===== src/rtl/serial_frame_tx_if.sv =====
// Word handshake between the upstream message logic (master) and serial_frame_tx (slave).
interface serial_frame_tx_if #(
   parameter int DATA_BITS = 8
);
   logic [DATA_BITS-1:0] tx_data;
   logic                 tx_valid;
   logic                 tx_ready;

   modport master (output tx_data, output tx_valid, input tx_ready);
   modport slave  (input tx_data, input tx_valid, output tx_ready);
endinterface


===== src/rtl/serial_frame_tx.sv =====
// Asynchronous serial frame transmitter: start, DATA_BITS LSB first, optional even parity, stop bit(s).
// Define SERIAL_FRAME_TX_PARITY_EN to insert the parity bit between the data and the stop bit(s).
//
// state    | meaning
// ---------+------------------------------------------------------
// S_IDLE   | line high, tx_ready high, waiting for a word
// S_ARMED  | word latched, line high until the next bit_tick
// S_START  | start bit (0) on the line
// S_DATA   | data bits on the line, LSB first
// S_PARITY | even parity bit on the line (parity build only)
// S_STOP   | stop bit(s) on the line
module serial_frame_tx #(
   parameter int DATA_BITS = 8,
   parameter int STOP_BITS = 1
) (
   input  logic             clk,
   input  logic             rst,
   input  logic             bit_tick_i,
   serial_frame_tx_if.slave tx_if,
   output logic             tx_out_o,
   output logic             tx_busy_o,
   output logic             frame_done_o
);
   localparam int               IDX_W     = $clog2(DATA_BITS);
   localparam logic [IDX_W-1:0] LAST_IDX  = IDX_W'(DATA_BITS - 1);
   localparam logic             STOP_LAST = 1'(STOP_BITS - 1);

`ifdef SERIAL_FRAME_TX_PARITY_EN
   typedef enum logic [2:0] {S_IDLE, S_ARMED, S_START, S_DATA, S_PARITY, S_STOP} state_t;
`else
   typedef enum logic [2:0] {S_IDLE, S_ARMED, S_START, S_DATA, S_STOP} state_t;
`endif

   state_t               state_q;
   logic [DATA_BITS-1:0] shift_q;
   logic [IDX_W-1:0]     idx_q;
   logic                 stop_cnt_q;
   logic                 tx_out_q;
   logic                 tx_ready_q;
   logic                 tx_busy_q;
   logic                 frame_done_q;
`ifdef SERIAL_FRAME_TX_PARITY_EN
   logic                 parity_q;
`endif

   always_ff @(posedge clk) begin
      if (rst) begin
         state_q      <= S_IDLE;
         shift_q      <= '0;
         idx_q        <= '0;
         stop_cnt_q   <= 1'b0;
         tx_out_q     <= 1'b1;
         tx_ready_q   <= 1'b1;
         tx_busy_q    <= 1'b0;
         frame_done_q <= 1'b0;
`ifdef SERIAL_FRAME_TX_PARITY_EN
         parity_q     <= 1'b0;
`endif
      end else begin
         frame_done_q <= 1'b0;
         case (state_q)
            S_IDLE: begin
               // a tick arriving with the word is deliberately not used for alignment
               if (tx_if.tx_valid && tx_ready_q) begin
                  shift_q    <= tx_if.tx_data;
                  idx_q      <= '0;
                  tx_ready_q <= 1'b0;
                  tx_busy_q  <= 1'b1;
                  state_q    <= S_ARMED;
`ifdef SERIAL_FRAME_TX_PARITY_EN
                  parity_q   <= ^tx_if.tx_data;
`endif
               end
            end
            S_ARMED: begin
               if (bit_tick_i) begin
                  tx_out_q <= 1'b0;
                  state_q  <= S_START;
               end
            end
            S_START: begin
               if (bit_tick_i) begin
                  tx_out_q <= shift_q[0];
                  shift_q  <= shift_q >> 1;
                  idx_q    <= '0;
                  state_q  <= S_DATA;
               end
            end
            S_DATA: begin
               if (bit_tick_i) begin
                  if (idx_q != LAST_IDX) begin
                     tx_out_q <= shift_q[0];
                     shift_q  <= shift_q >> 1;
                     idx_q    <= idx_q + 1'b1;
                  end else begin
`ifdef SERIAL_FRAME_TX_PARITY_EN
                     tx_out_q <= parity_q;
                     state_q  <= S_PARITY;
`else
                     tx_out_q   <= 1'b1;
                     stop_cnt_q <= 1'b0;
                     state_q    <= S_STOP;
`endif
                  end
               end
            end
`ifdef SERIAL_FRAME_TX_PARITY_EN
            S_PARITY: begin
               if (bit_tick_i) begin
                  tx_out_q   <= 1'b1;
                  stop_cnt_q <= 1'b0;
                  state_q    <= S_STOP;
               end
            end
`endif
            S_STOP: begin
               if (bit_tick_i) begin
                  if (stop_cnt_q != STOP_LAST) begin
                     stop_cnt_q <= stop_cnt_q + 1'b1;
                  end else begin
                     frame_done_q <= 1'b1;
                     tx_busy_q    <= 1'b0;
                     tx_ready_q   <= 1'b1;
                     state_q      <= S_IDLE;
                  end
               end
            end
            default: begin
               tx_out_q   <= 1'b1;
               tx_ready_q <= 1'b1;
               tx_busy_q  <= 1'b0;
               state_q    <= S_IDLE;
            end
         endcase
      end
   end

   assign tx_if.tx_ready = tx_ready_q;
   assign tx_out_o       = tx_out_q;
   assign tx_busy_o      = tx_busy_q;
   assign frame_done_o   = frame_done_q;
endmodule

===== src/flat_wrapper.sv =====
// flat-port wrapper written by rule: the top's interface ports become plain ports
module serial_frame_tx_flat 
#(
   parameter int DATA_BITS = 8,
   parameter int STOP_BITS = 1
)
  (clk, rst, bit_tick_i, tx_out_o, tx_busy_o, frame_done_o, tx_if_tx_data, tx_if_tx_valid, tx_if_tx_ready);
  serial_frame_tx_if #(.DATA_BITS(DATA_BITS)) tx_if_i ();
  input  logic clk;
  input  logic rst;
  input  logic bit_tick_i;
  output logic tx_out_o;
  output logic tx_busy_o;
  output logic frame_done_o;
  input wire logic [$bits(tx_if_i.tx_data)-1:0] tx_if_tx_data;
  input wire logic [$bits(tx_if_i.tx_valid)-1:0] tx_if_tx_valid;
  output wire logic [$bits(tx_if_i.tx_ready)-1:0] tx_if_tx_ready;
  assign tx_if_i.tx_data = tx_if_tx_data;
  assign tx_if_i.tx_valid = tx_if_tx_valid;
  assign tx_if_tx_ready = tx_if_i.tx_ready;
  serial_frame_tx #(.DATA_BITS(DATA_BITS), .STOP_BITS(STOP_BITS)) u_core (.clk(clk), .rst(rst), .bit_tick_i(bit_tick_i), .tx_if(tx_if_i), .tx_out_o(tx_out_o), .tx_busy_o(tx_busy_o), .frame_done_o(frame_done_o));
endmodule

===== config.mk =====
export PLATFORM = sky130hd
export DESIGN_NAME = serial_frame_tx_flat
export DESIGN_NICKNAME = d
export VERILOG_FILES = /design/src/rtl/serial_frame_tx_if.sv /design/src/rtl/serial_frame_tx.sv /design/src/flat_wrapper.sv
export SDC_FILE = /design/constraint.sdc
export NUM_CORES = 1
export LEC_CHECK = 0
export CORE_MARGIN = 5
export CORE_UTILIZATION = 50
export DETAILED_ROUTE_END_ITERATION = 7
export PLACE_DENSITY_LB_ADDON = 0.05
export SLEW_MARGIN = 20
export SYNTH_ARGS = -nofsm -noshare
export SYNTH_HDL_FRONTEND = slang
export SYNTH_SLANG_ARGS = --single-unit

===== constraint.sdc =====
create_clock -name clk -period 1.9 [get_ports clk]
set_input_delay 0.475 -clock clk [delete_from_list [all_inputs] [get_ports clk]]
set_output_delay 0.475 -clock clk [all_outputs]
set_load 0.03 [all_outputs]

==> key figures <==
Logic synthesis
  • Share of the synthesized area in the top cell type: 0.397
  • Synthesized area: 907 sq um
  • Mean Syn Cell Area: 8.81 sq um
  • Post-synthesis net count: ~120
  • Ys flop type: dfxtp_1
  • Synth warnings: 0
  • Post-synthesis cell count: between 100 and 150
  • Async SR Flop Fraction: 0
  • Yosys top cell by area: dfxtp_1
  • Synth Register Bits: 18
  • Post-synthesis sequential area ratio: 0.397
  • Dominant cells by area after synthesis: dfxtp_1 (40%), mux2i_1 (9.9%), nand2b_1 (6.2%)
  • Post-synth EDFFs: 0
  • Post-synthesis cell type count: 29

Worst setup path
  • Crit Path Class: flop to primary output
  • Crit-path max cell delay: 0.67 ns
  • Worst reg2reg path startpoint: u_core.idx_q[0]$_SDFFE_PP0P_
  • Critical Path Start: u_core.tx_busy_o$_SDFFE_PP0P_
  • Worst Path Arrival: about 1.3 ns
  • Crit path max fanout: 2
  • Top delay family on crit path: buffers and inverters
  • Worst path depth: 1
  • CP Launch Type: flop
  • Buffers and inverters on the worst path: 1
  • Reg2Reg Depth: 6
  • Crit-path cells: clkdlybuf4s50_1
  • Req. time, crit path: approximately 1.4 ns
  • CP max-delay cell: clkdlybuf4s50_1
  • Crit. End Element: primary output

Clock network
  • Num CTS Buffers: 3
  • Clock Latency Late Sink: around 0.29 ns
  • Hold-fix buffers, CTS: 0
  • Clock buffer depth: 2
  • Clock sink count: 18
  • CTS tree: done
  • CTS clk-pin slew, worst paths: 0.11 ns
  • H-tree depth: 1
  • CTS Root Buffer Type: clkbuf_4

Drt
  • Drt via density: between 5 and 6
  • Residual DRC: 0
  • Drt pass-1 iters: 4
  • Wirelength, routed: around 1800 um
  • Via count: 774
  • DRT iter0 DRCs: 9
  • Antenna-violating nets left: 0
  • Routed len/inst: 12.2 um

Timing
  • FMAX: approximately 0.56 GHz
  • Setup TNS: 0 ns
  • Unrepaired setup endpoints after global routing: false
  • Final hold violations: 0
  • Final worst path period share: 0.936
  • Slew HR: 0.625
  • Hold Slack: 0.470 ns
  • Final Skew: 0.00240 ns
  • Max Transition Viols Final: 0
  • Final setup violation count: 0
  • Minimum clock period after layout: 1.78 ns
  • Slew @ Worst Pin: about 0.56 ns

Global routing
  • Top Usage Layer GRT: met2
  • GR Util met2: 0.256
  • Vias in the first global route: 736
  • Total track usage: 0.148
  • GR Util met1: 0.172
  • Total congestion overflow: 0
  • First-pass GRT wire length: 3010 um
  • Initial antenna violation count: 0
  • Grt met3 use: 0.0256
  • Largest net degree at the start of global routing: 18

Pwr
  • Leakage: 0.435 nW
  • Power per Cell Area: 723 nW/um^2
  • Flop pwr share: 0.510
  • Total power: 0.832 mW
  • Internal power: slightly above 0.6 mW
  • Sw Share: 0.268
  • P_sw: 0.223 mW
  • Clock power frac: 0.288
  • Worst vdd ir: 0.593 mV
  • Comb pwr share: 0.202

Finish
  • Ant diodes: 0
  • Commonest non-fill, non-tap cell in the layout: dfxtp_1
  • Area delta synth->final: 26.9%
  • Commonest cells after routing, fill and taps aside: dfxtp_1 (18), clkdlybuf4s50_1 (14), nand2b_1 (9), mux2i_1 (9), nor2_1 (9)
  • Final nets: 137
  • Layout cells sized above 1: 0.131

Hold path
  • Hold depth: 2
  • HP Class: flop to flop
  • Worst Hold Launch: u_core.shift_q[6]$_SDFFE_PP0P_

Floorplan
  • Die area: 2770 sq um
  • Initial core utilization: 0.525
  • Core Area: 1730 sq um
  • Die Ht: 52.6 um
  • Die X: 52.6 um
  • Placement Rows: 15
  • I/O Pins: 16

Run status
  • Outcome: finished, final reports clean

Place
  • Buffers on Ports: 15
  • HPWL after DPL: between 1000 and 1500 um
  • Placer Congestion: 0.758

Job
  • Maximum Capacitance Violations: 0
synthesized netlist by cell type, types with 2 or more instances:
cell	instances
mux2i_1	9
buf_2	2
or4_1	7
nand3_1	3
clkbuf_1	5
a21oi_1	5
nand2b_1	9
dfxtp_1	18
nor2_1	9
o21ai_1	7
ha_1	2
inv_1	3
nor3_1	3
nand2_1	6
state kept, by name, indices dropped and copies added, names as in the netlist:
register               count
u_core.tx_if.tx_ready      1
u_core.state_q             3
u_core.shift_q             8
u_core.tx_busy_o           1
u_core.frame_done_o        1
u_core.idx_q               3
u_core.tx_out_o            1
cell families (layout without fill, tap and decap cells):
group                    Yosys count  after routing  share of synthesized area
flip-flops                        18             18                      0.397
adder cells (fa/ha/maj)            2              2                     0.0276
AO/OA/AOI/OAI                     19             19                      0.139
AND/OR/NAND/NOR                   43             43                      0.272
multiplexers                      10             10                      0.112
buffers and inverters             11             30                     0.0524
stage by stage:
step / cells / setup slack [ns] / util / area, sq um
floorplan: 103 / 0.298 / - / 907
global placement: 143 / -0.0461 / 0.644 / 1110
detailed placement: 143 / -0.0697 / 0.644 / 1110
CTS: 147 / 0.0327 / 0.665 / 1150
global route: 147 / 0.0754 / 0.667 / 1150
finish: 147 / 0.122 / 0.667 / 1150
what timing repair did:
item                                   in CTS  in global routing
setup endpoints to repair                   0                  1
gates resized for setup                     0                  1
endpoints found under the hold margin       0                  0
setup buffers                               0                  0
area by class of cell:
type | count | area (sq um)
Fill cell | 171 | 576
Multi-Input combinational cell | 74 | 499
Sequential cell | 18 | 360
Timing Repair Buffer | 23 | 213
Clock buffer | 4 | 36.3
Tap cell | 25 | 31.3
Inverter | 3 | 11.3
power by group through the flow:
stage	Clock [mW]	Sequential (mW)	Combinational, mW
5_1_grt	0.262	0.429	0.186
2_1_floorplan	0	0.433	0.101
6_report	0.240	0.424	0.168
4_1_cts	0.246	0.425	0.170
3_5_place_dp	0	0.433	0.169
3_3_place_gp	0	0.433	0.167
final timing paths:
check | end | slack [ns]
max | tx_busy_o | 0.12
min | u_core.shift_q[6]$_SDFFE_PP0P_ | 0.47
max reg2reg | u_core.shift_q[4]$_SDFFE_PP0P_ | 0.24
min reg2reg | u_core.shift_q[6]$_SDFFE_PP0P_ | 0.47
layer usage:
layer  vias to the layer above  share of wire  wire length (um)
li1                        407              -                 -
met1                       352           0.47               837
met2                        11           0.48               862
met3                         4          0.030                54
met4                         0          0.018                32
met5                         -              0                 0
No activity file was read; power rests on OpenSTA's default activity.
